`src/rtl/bist_mem_if.sv`:
```
// RAM-side bus of the March BIST controller: write data, address, read/write
// select and the RAM's registered read data.
interface bist_mem_if #(
  parameter int ADDR_W = 6,
  parameter int DATA_W = 8
);
  logic [DATA_W-1:0] mem_data;
  logic [ADDR_W-1:0] mem_addr;
  logic              mem_re;
  logic [DATA_W-1:0] mem_q;

  modport master (output mem_data, output mem_addr, output mem_re, input mem_q);
  modport slave  (input mem_data, input mem_addr, input mem_re, output mem_q);
endinterface

```
`src/rtl/bist_march_ctrl.sv`:
```
// March C- BIST controller: issues one RAM operation per cycle through six
// elements, compares each read one edge later and latches pass/fail status.
module bist_march_ctrl #(
  parameter int ADDR_W = 6,
  parameter int DATA_W = 8,
  parameter int CNT_W  = 8
) (
  input  logic              clk,
  input  logic              rst,
  input  logic              start,
  bist_mem_if.master        mem,
  output logic              busy,
  output logic              done,
  output logic              fail,
  output logic [ADDR_W-1:0] fail_addr,
  output logic [2:0]        fail_elem,
  output logic [DATA_W-1:0] fail_data,
  output logic [CNT_W-1:0]  err_count
);
  typedef enum logic [1:0] {
    S_IDLE  = 2'd0,
    S_RUN   = 2'd1,
    S_DRAIN = 2'd2,
    S_DONE  = 2'd3
  } state_t;

  localparam logic [ADDR_W-1:0] ADDR_ZERO = {ADDR_W{1'b0}};
  localparam logic [ADDR_W-1:0] ADDR_ONE  = {{(ADDR_W-1){1'b0}}, 1'b1};
  localparam logic [ADDR_W-1:0] ADDR_MAX  = {ADDR_W{1'b1}};
  localparam logic [DATA_W-1:0] BG_ZERO   = {DATA_W{1'b0}};
  localparam logic [DATA_W-1:0] BG_ONES   = {DATA_W{1'b1}};
  localparam logic [CNT_W-1:0]  CNT_ZERO  = {CNT_W{1'b0}};
  localparam logic [CNT_W-1:0]  CNT_ONE   = {{(CNT_W-1){1'b0}}, 1'b1};
  localparam logic [CNT_W-1:0]  CNT_MAX   = {CNT_W{1'b1}};

  function automatic logic is_desc(input logic [2:0] e);
    return (e == 3'd3) || (e == 3'd4);
  endfunction

  // E1..E4 are read-then-write at each address; E0 only writes, E5 only reads.
  function automatic logic is_rw(input logic [2:0] e);
    return (e >= 3'd1) && (e <= 3'd4);
  endfunction

  function automatic logic [DATA_W-1:0] wr_bg(input logic [2:0] e);
    return ((e == 3'd1) || (e == 3'd3)) ? BG_ONES : BG_ZERO;
  endfunction

  function automatic logic [DATA_W-1:0] rd_bg(input logic [2:0] e);
    return ((e == 3'd2) || (e == 3'd4)) ? BG_ONES : BG_ZERO;
  endfunction

  state_t            state_q, state_d;
  logic [2:0]        elem_q, elem_d;
  logic [ADDR_W-1:0] mem_addr_q, mem_addr_d;
  logic [DATA_W-1:0] mem_data_q, mem_data_d;
  logic              mem_re_q, mem_re_d;
  logic              busy_q, busy_d, done_q, done_d, fail_q, fail_d;
  logic [ADDR_W-1:0] fail_addr_q, fail_addr_d;
  logic [2:0]        fail_elem_q, fail_elem_d;
  logic [DATA_W-1:0] fail_data_q, fail_data_d;
  logic [CNT_W-1:0]  err_q, err_d;
  logic              pend_q, pend_d;
  logic [DATA_W-1:0] exp_q, exp_d;
  logic [ADDR_W-1:0] cmp_addr_q, cmp_addr_d;
  logic [2:0]        cmp_elem_q, cmp_elem_d;
  logic              last_s;

  // Operation sequencing, read compare and status update.
  always_comb begin
    state_d     = state_q;
    elem_d      = elem_q;
    mem_addr_d  = mem_addr_q;
    mem_data_d  = mem_data_q;
    mem_re_d    = 1'b1;
    busy_d      = busy_q;
    done_d      = done_q;
    fail_d      = fail_q;
    fail_addr_d = fail_addr_q;
    fail_elem_d = fail_elem_q;
    fail_data_d = fail_data_q;
    err_d       = err_q;
    pend_d      = 1'b0;
    exp_d       = exp_q;
    cmp_addr_d  = cmp_addr_q;
    cmp_elem_d  = cmp_elem_q;
    last_s      = is_desc(elem_q) ? (mem_addr_q == ADDR_ZERO) : (mem_addr_q == ADDR_MAX);

    // mem_q belongs to the read presented last cycle, before any same-address write lands.
    if (pend_q && (mem.mem_q != exp_q)) begin
      err_d = (err_q == CNT_MAX) ? err_q : (err_q + CNT_ONE);
      if (!fail_q) begin
        fail_d      = 1'b1;
        fail_addr_d = cmp_addr_q;
        fail_elem_d = cmp_elem_q;
        fail_data_d = mem.mem_q;
      end else begin
        fail_d = fail_q;
      end
    end else begin
      err_d = err_q;
    end

    case (state_q)
      S_IDLE, S_DONE: begin
        if (start) begin
          state_d     = S_RUN;
          elem_d      = 3'd0;
          mem_addr_d  = ADDR_ZERO;
          mem_data_d  = wr_bg(3'd0);
          mem_re_d    = 1'b0;
          busy_d      = 1'b1;
          done_d      = 1'b0;
          fail_d      = 1'b0;
          fail_addr_d = ADDR_ZERO;
          fail_elem_d = 3'd0;
          fail_data_d = BG_ZERO;
          err_d       = CNT_ZERO;
        end else begin
          state_d = state_q;
        end
      end
      S_RUN: begin
        pend_d     = mem_re_q;
        exp_d      = rd_bg(elem_q);
        cmp_addr_d = mem_addr_q;
        cmp_elem_d = elem_q;
        if (is_rw(elem_q) && mem_re_q) begin
          mem_re_d   = 1'b0;
          mem_data_d = wr_bg(elem_q);
        end else if (!last_s) begin
          mem_addr_d = is_desc(elem_q) ? (mem_addr_q - ADDR_ONE) : (mem_addr_q + ADDR_ONE);
          mem_re_d   = (elem_q != 3'd0);
          mem_data_d = wr_bg(elem_q);
        end else if (elem_q == 3'd5) begin
          state_d = S_DRAIN;
        end else begin
          // Every element after E0 opens with a read at its starting address.
          elem_d     = elem_q + 3'd1;
          mem_addr_d = is_desc(elem_q + 3'd1) ? ADDR_MAX : ADDR_ZERO;
          mem_re_d   = 1'b1;
        end
      end
      S_DRAIN: begin
        state_d = S_DONE;
        busy_d  = 1'b0;
        done_d  = 1'b1;
      end
      default: begin
        state_d = S_IDLE;
        busy_d  = 1'b0;
      end
    endcase
  end

  // State and registered outputs; reset forces a read so the RAM is never written.
  always_ff @(posedge clk or posedge rst) begin
    if (rst) begin
      state_q     <= S_IDLE;
      elem_q      <= 3'd0;
      mem_addr_q  <= ADDR_ZERO;
      mem_data_q  <= BG_ZERO;
      mem_re_q    <= 1'b1;
      busy_q      <= 1'b0;
      done_q      <= 1'b0;
      fail_q      <= 1'b0;
      fail_addr_q <= ADDR_ZERO;
      fail_elem_q <= 3'd0;
      fail_data_q <= BG_ZERO;
      err_q       <= CNT_ZERO;
      pend_q      <= 1'b0;
      exp_q       <= BG_ZERO;
      cmp_addr_q  <= ADDR_ZERO;
      cmp_elem_q  <= 3'd0;
    end else begin
      state_q     <= state_d;
      elem_q      <= elem_d;
      mem_addr_q  <= mem_addr_d;
      mem_data_q  <= mem_data_d;
      mem_re_q    <= mem_re_d;
      busy_q      <= busy_d;
      done_q      <= done_d;
      fail_q      <= fail_d;
      fail_addr_q <= fail_addr_d;
      fail_elem_q <= fail_elem_d;
      fail_data_q <= fail_data_d;
      err_q       <= err_d;
      pend_q      <= pend_d;
      exp_q       <= exp_d;
      cmp_addr_q  <= cmp_addr_d;
      cmp_elem_q  <= cmp_elem_d;
    end
  end

  assign mem.mem_addr = mem_addr_q;
  assign mem.mem_data = mem_data_q;
  assign mem.mem_re   = mem_re_q;
  assign busy         = busy_q;
  assign done         = done_q;
  assign fail         = fail_q;
  assign fail_addr    = fail_addr_q;
  assign fail_elem    = fail_elem_q;
  assign fail_data    = fail_data_q;
  assign err_count    = err_q;
endmodule
```
`src/flat_wrapper.sv`:
```
// flat-port wrapper written by rule: the top's interface ports become plain ports
module bist_march_ctrl_flat 
#(
  parameter int ADDR_W = 6,
  parameter int DATA_W = 8,
  parameter int CNT_W  = 8
)
  (clk, rst, start, busy, done, fail, fail_addr, fail_elem, fail_data, err_count, mem_mem_data, mem_mem_addr, mem_mem_re, mem_mem_q);
  bist_mem_if #(.ADDR_W(ADDR_W), .DATA_W(DATA_W)) mem_i ();
  input  logic clk;
  input  logic rst;
  input  logic start;
  output logic busy;
  output logic done;
  output logic fail;
  output logic [ADDR_W-1:0] fail_addr;
  output logic [2:0] fail_elem;
  output logic [DATA_W-1:0] fail_data;
  output logic [CNT_W-1:0] err_count;
  output wire logic [$bits(mem_i.mem_data)-1:0] mem_mem_data;
  output wire logic [$bits(mem_i.mem_addr)-1:0] mem_mem_addr;
  output wire logic [$bits(mem_i.mem_re)-1:0] mem_mem_re;
  input wire logic [$bits(mem_i.mem_q)-1:0] mem_mem_q;
  assign mem_mem_data = mem_i.mem_data;
  assign mem_mem_addr = mem_i.mem_addr;
  assign mem_mem_re = mem_i.mem_re;
  assign mem_i.mem_q = mem_mem_q;
  bist_march_ctrl #(.ADDR_W(ADDR_W), .DATA_W(DATA_W), .CNT_W(CNT_W)) u_core (.clk(clk), .rst(rst), .start(start), .mem(mem_i), .busy(busy), .done(done), .fail(fail), .fail_addr(fail_addr), .fail_elem(fail_elem), .fail_data(fail_data), .err_count(err_count));
endmodule
```
`config.mk`:
```
export PLATFORM = sky130hd
export DESIGN_NAME = bist_march_ctrl_flat
export DESIGN_NICKNAME = d
export VERILOG_FILES = /design/src/rtl/bist_mem_if.sv /design/src/rtl/bist_march_ctrl.sv /design/src/flat_wrapper.sv
export SDC_FILE = /design/constraint.sdc
export NUM_CORES = 1
export LEC_CHECK = 0
export BUFFER_PORTS_ARGS = -buffer_cell sky130_fd_sc_hd__buf_4
export CORE_MARGIN = 3
export CORE_UTILIZATION = 55
export DETAILED_ROUTE_END_ITERATION = 8
export HOLD_SLACK_MARGIN = 0.02
export PLACE_DENSITY = 0.87
export SYNTH_ARGS = -nofsm -noshare
export SYNTH_HDL_FRONTEND = slang
export SYNTH_SLANG_ARGS = --single-unit
```
`constraint.sdc`:
```
create_clock -name clk -period 3.9 [get_ports clk]
set_clock_uncertainty 0.2 [all_clocks]
set_input_delay 0.39 -clock clk [delete_from_list [all_inputs] [get_ports clk]]
set_output_delay 0.39 -clock clk [all_outputs]
set_load 0.005 [all_outputs]
```
==> flow_metrics.env, run 1 <==
export IMPL_wirelength_um=5660
export IMPL_hold_violations=0
export IMPL_synthXorXnorAreaFrac_pct=1.91
export IMPL_yosys_register_bits=52
export IMPL_holdWs_ns=0.139
export IMPL_place_congestion=0.784
export IMPL_drv_cap=0
export IMPL_area_growth_pct=17.8
export IMPL_layout_common_cells="buf_4, dfrtp_1, nor2_1"
export IMPL_fillerInstances=368
export IMPL_layout_drive_gt1_share_pct=25.7
export IMPL_pin_count=54
export IMPL_final_nets=331
export IMPL_netlist_area_um2=2750
export IMPL_ys_warn_count=0
export IMPL_cts_tree="done"
export IMPL_dieArea_um2=5890
export IMPL_grt_first_pass_wirelength_um=9920
export IMPL_track_usage_pct=20.7
export IMPL_tightest_slew_ns=1.04
export IMPL_synth_nets=285
export IMPL_peakVddDrop_mv=0.270
export IMPL_synth_compound_area_share_pct=12.0
export IMPL_crit_fanout=7
export IMPL_core_area_um2=4790
export IMPL_syn_inst=260
export IMPL_drtAntennaViolNets=0
export IMPL_holdBufCountCts=0
export IMPL_synthFlopType="dfrtp_1"
export IMPL_synth_top_family_by_area="simple AND/OR/NAND/NOR gates"
export IMPL_tns_ns=0
export IMPL_clock_path_buffers=2
export IMPL_final_common_cell="buf_4"
export IMPL_grt_pass1_vias=2082
export IMPL_synthArstFlopShare_pct=100
export IMPL_dpl_cell_count=366
export IMPL_cts_root_buf="clkbuf_8"
export IMPL_rows=25
export IMPL_die_h_um=76.7
export IMPL_cts_buffers=5
export IMPL_multi_input_area_um2=1310
export IMPL_synthAdderAreaFrac_pct=6.64
export IMPL_outcome="finished clean"
export IMPL_post_cts_buffers=0
export IMPL_drcViolationCount=0
export IMPL_synth_edff_count=0
export IMPL_n_antenna_cell=0
export IMPL_pre_cts_ws_ns=0.937
export IMPL_period_share_pct=76.3
export IMPL_antenna_found_initial=0
export IMPL_synthMuxAreaShare_pct=11.7
export IMPL_criticalPathCategory="flop to flop"
export IMPL_power_leakage_nw=1.63
export IMPL_crit_path_end_kind="flop"
export IMPL_grt_max_degree=53
export IMPL_firstDrtPassIters=5
export IMPL_setup_viol=0
export IMPL_rr_startpoint="u_core.elem_q[0]"
export IMPL_fin_cells=374
export IMPL_insertion_delay_ns=0.30
export IMPL_crit_start="u_core.elem_q[0]"
export IMPL_hp_class="primary input to async pin"
export IMPL_worstPathArrival_ns=2.97
export IMPL_start_util_pct=57.5
export IMPL_hpwl_um=4200
export IMPL_ff_latch_area_um2=1300
export IMPL_htreeDepth=2
export IMPL_p_per_area_nw_per_um2=561
export IMPL_vias=2061
export IMPL_clock_sinks=52
export IMPL_cts_resized_gates=0
export IMPL_critPathLaunchType="flop"
export IMPL_fp_dieW_um=76.7
export IMPL_required_ns=3.89
export IMPL_clk_pin_slew_worst_paths_ns=0.09
export IMPL_maxSlewViolCount=0
export IMPL_period_minus_slack_ns=2.98
export IMPL_grt_setup_unrepaired="no"
export IMPL_wire_per_inst_um=15.1
export IMPL_synth_sequential_area_ratio_pct=47.3
export IMPL_slew_headroom_pct=30.4
export IMPL_grt_ovfl_total=0
export IMPL_syn_area_per_cell_um2=10.6
export IMPL_port_buffers=53
export IMPL_fin_ws_ns=0.925
export IMPL_synthSimpleGateAreaFrac_pct=15.3
export IMPL_fmax_mhz=336
export IMPL_yosysUniqueCellTypes=48
export IMPL_viasPerCell=5.51
export IMPL_drt_iter0_markers=175
-- cell families after synthesis --
kind of cell               count (synthesis)
AOI/OAI and AO/OA                         45
xor gates and xnor gates                   6
adders and majority gates                 14
buffers and inverters                     27
DFF                                       52
muxes                                     31
and+or+nand+nor                           85
-- path summary, 6_finish.rpt --
| check | slack [ns] | endpoint | cells after the start |
|---|---|---|---|
| setup reg to reg | 0.92 | u_core.mem.mem_addr[5] | 10 |
| min in group clk | 0.16 | u_core.fail_data[1] | 3 |
| setup / recovery | 0.92 | u_core.mem.mem_addr[5] | 10 |
| hold reg to reg | 0.31 | u_core.cmp_addr_q[2] | 1 |
| hold / removal | 0.14 | u_core.done | 2 |
| max in group asynchronous | 2.72 | u_core.cmp_addr_q[2] | 2 |
-- state kept, by name, indices dropped and copies added, names as in the netlist, 2 cells and up --
register	count
u_core.fail_addr	6
u_core.cmp_elem_q	3
u_core.fail_elem	3
u_core.cmp_addr_q	6
u_core.mem.mem_addr	6
u_core.err_count	8
u_core.fail_data	8
u_core.elem_q	3
u_core.state_q	2
-- per-stage QoR --
stage / utilization, % / instance area, um^2 / power, mW
floorplan: - / 2750 / 1.28
global placement: 65.9 / 3150 / 1.49
detailed placement: 65.9 / 3150 / 1.52
CTS: 67.8 / 3240 / 1.84
global route: 67.8 / 3240 / 1.96
finish: 67.8 / 3240 / 1.82
-- critical path, cell delays in order (launching register included) --
cell and delay [ns]:
dfrtp_1 0.42, inv_1 0.13, ha_1 0.26, mux2_2 0.36
ha_1 0.31, a211oi_1 0.32, o21bai_1 0.12, a21oi_1 0.18
xnor2_1 0.14, o21ai_0 0.09, a221o_1 0.33
-- area by class of cell --
class                   instances  share of cell area [%]
well taps                      67                    2.58
clock buffers                   8                    2.78
multi-input cells             181                    40.5
repair buffers                 55                    12.7
inverters                      11                    1.27
flip-flops and latches         52                    40.2
-- where the power goes --
group / internal (mW) / switching, mW / leakage [nW]
Sequential: 0.657 / 0.101 / 0.701
Clock: 0.145 / 0.161 / 0.0455
Combinational: 0.349 / 0.408 / 0.886
Total: 1.15 / 0.670 / 1.63
-- layer usage --
metal	vias to the layer above	part of all wire [%]	global-route usage, %
li1	1000	-	-
met4	0	1.4	6.88
met1	983	43	25.6
met2	69	50	35.1
met3	9	6.4	5.40
met5	-	0	0
-- cell usage after synthesis (5+ instances only) --
library cell | instances | area, um^2
dfrtp_1 | 51 | 1280
mux2_2 | 9 | 101
buf_4 | 7 | 52.6
a22o_1 | 5 | 43.8
clkbuf_1 | 7 | 26.3
o21ai_0 | 11 | 55.1
ha_1 | 13 | 163
a21oi_1 | 8 | 40.0
nand2_1 | 17 | 63.8
and3_1 | 6 | 37.5
nor2_1 | 33 | 124
mux2i_1 | 22 | 220
inv_1 | 11 | 41.3
No activity file was read; power rests on OpenSTA's default activity.
==> run 2: changes to the inputs <==
- CORE_UTILIZATION: 55 -> 50
- PLACE_DENSITY: 0.87 -> 0.83
- clock period: 3.9 -> 2.55 ns (I/O delays scaled with it)
==> flow_metrics.env, run 2 (synthesis gave the netlist of run 1 again) <==
export IMPL_firstDrtPassIters=4
export IMPL_holdWs_ns=0.0301
export IMPL_pre_cts_ws_ns=-0.0306
export IMPL_cts_tree="done"
export IMPL_clk_pin_slew_worst_paths_ns=0.09
export IMPL_critPathLaunchType="flop"
export IMPL_tns_ns=0
export IMPL_clock_sinks=52
export IMPL_hpwl_um=4310
export IMPL_power_leakage_nw=1.72
export IMPL_hold_violations=0
export IMPL_vias=2125
export IMPL_drcViolationCount=0
export IMPL_maxSlewViolCount=0
export IMPL_viasPerCell=5.35
export IMPL_grt_first_pass_wirelength_um=9380
export IMPL_wirelength_um=5570
export IMPL_die_h_um=80.2
export IMPL_peakVddDrop_mv=0.386
export IMPL_final_common_cell="buf_4"
export IMPL_wire_per_inst_um=14.0
export IMPL_hold_path_depth=3
export IMPL_hp_start="mem_mem_q[7]"
export IMPL_final_nets=351
export IMPL_fmax_mhz=399
export IMPL_htreeDepth=2
export IMPL_start_util_pct=52.9
export IMPL_fin_cells=397
export IMPL_hp_class="primary input to flop"
export IMPL_p_per_area_nw_per_um2=825
export IMPL_layout_drive_gt1_share_pct=33.6
export IMPL_rr_startpoint="u_core.elem_q[0]"
export IMPL_required_ns=2.53
export IMPL_pin_count=54
export IMPL_fin_util_pct=66.9
export IMPL_reg2reg_depth=9
export IMPL_cts_buffers=5
export IMPL_grt_setup_unrepaired="yes"
export IMPL_drt_iter0_markers=95
export IMPL_clock_path_buffers=2
export IMPL_final_area_um2=3480
export IMPL_criticalPathCategory="flop to flop"
export IMPL_worstPathArrival_ns=2.49
export IMPL_crit_start="u_core.elem_q[0]"
export IMPL_dpl_cell_count=386
export IMPL_area_growth_pct=26.5
export IMPL_core_area_um2=5200
export IMPL_port_buffers=53
export IMPL_setup_viol=0
export IMPL_drtAntennaViolNets=0
export IMPL_tightest_slew_ns=0.565
export IMPL_grt_ovfl_total=0
export IMPL_placed_cell_area_um2=3290
export IMPL_fillerInstances=405
export IMPL_slew_headroom_pct=62.3
export IMPL_period_minus_slack_ns=2.51
export IMPL_period_share_pct=98.3
export IMPL_layout_common_cells="buf_4, dfrtp_1, nor2_1"
export IMPL_antenna_found_initial=0
export IMPL_place_congestion=0.808
export IMPL_outcome="finished clean"
export IMPL_cts_root_buf="clkbuf_8"
export IMPL_fin_ws_ns=0.0421
export IMPL_insertion_delay_ns=0.29
export IMPL_drv_cap=0
export IMPL_rows=26
export IMPL_report_power_total_mw=2.87
export IMPL_n_antenna_cell=0
export IMPL_dieArea_um2=6430
export IMPL_grt_max_degree=30
export IMPL_grt_pass1_vias=2026
export IMPL_track_usage_pct=18.5
export IMPL_crit_fanout=5
export IMPL_fp_dieW_um=80.2
export IMPL_crit_path_end_kind="flop"
run 2: final timing paths:
kind                            slack, ns                     end
worst min register to register       0.31    u_core.cmp_addr_q[3]
worst max register to register       0.04  u_core.mem.mem_addr[5]
worst max-delay path                 0.04  u_core.mem.mem_addr[5]
min in group asynchronous            0.37     u_core.fail_elem[1]
max in group asynchronous            1.15     u_core.err_count[6]
worst min-delay path                 0.03     u_core.fail_data[7]
run 2: area by class of cell:
cell class / instances / area (um^2) / area share (%)
flip-flops and latches: 52 / 1300 / 37.4
clock inverters: 1 / 7.51 / 0.216
repair buffers: 75 / 568 / 16.3
multi-input cells: 181 / 1390 / 39.9
inverters: 11 / 41.3 / 1.19
well taps: 70 / 87.6 / 2.52
clock buffers: 7 / 86.3 / 2.48
run 2: where the power goes:
part	switching [mW]	total [mW]	internal, mW	leakage (nW)
combinational	0.638	1.24	0.605	0.978
clock	0.245	0.466	0.221	0.0445
sequential	0.157	1.16	1.00	0.701
total	1.04	2.87	1.83	1.72
run 2: worst max-delay path, cell delays in order, from the launching register on:
cell and delay (ns):
dfrtp_1 0.42, ha_2 0.20, mux2_4 0.33, ha_4 0.24, a211oi_4 0.21, o21bai_1 0.11
a21oi_1 0.17, xnor2_1 0.15, o21ai_1 0.08, a221o_1 0.29
run 2: what timing repair did:
item / 4_1_cts / 5_1_grt
endpoints found under the hold margin: 27 / 0
hold buffers: 2 / 0
cloned: 0 / 0
pin swaps: 4 / 7
endpoints found under the setup margin: 1 / 2
buffers inserted: 0 / 1
gates resized for setup: 3 / 11
run 2: metal layers:
metal | up-vias | routed length, um | GRT usage [%]
met5 | - | 0 | 0
met1 | 1026 | 2510 | 24.3
met2 | 46 | 2720 | 30.3
li1 | 1045 | - | -
met3 | 8 | 265 | 3.59
met4 | 0 | 83 | 6.76
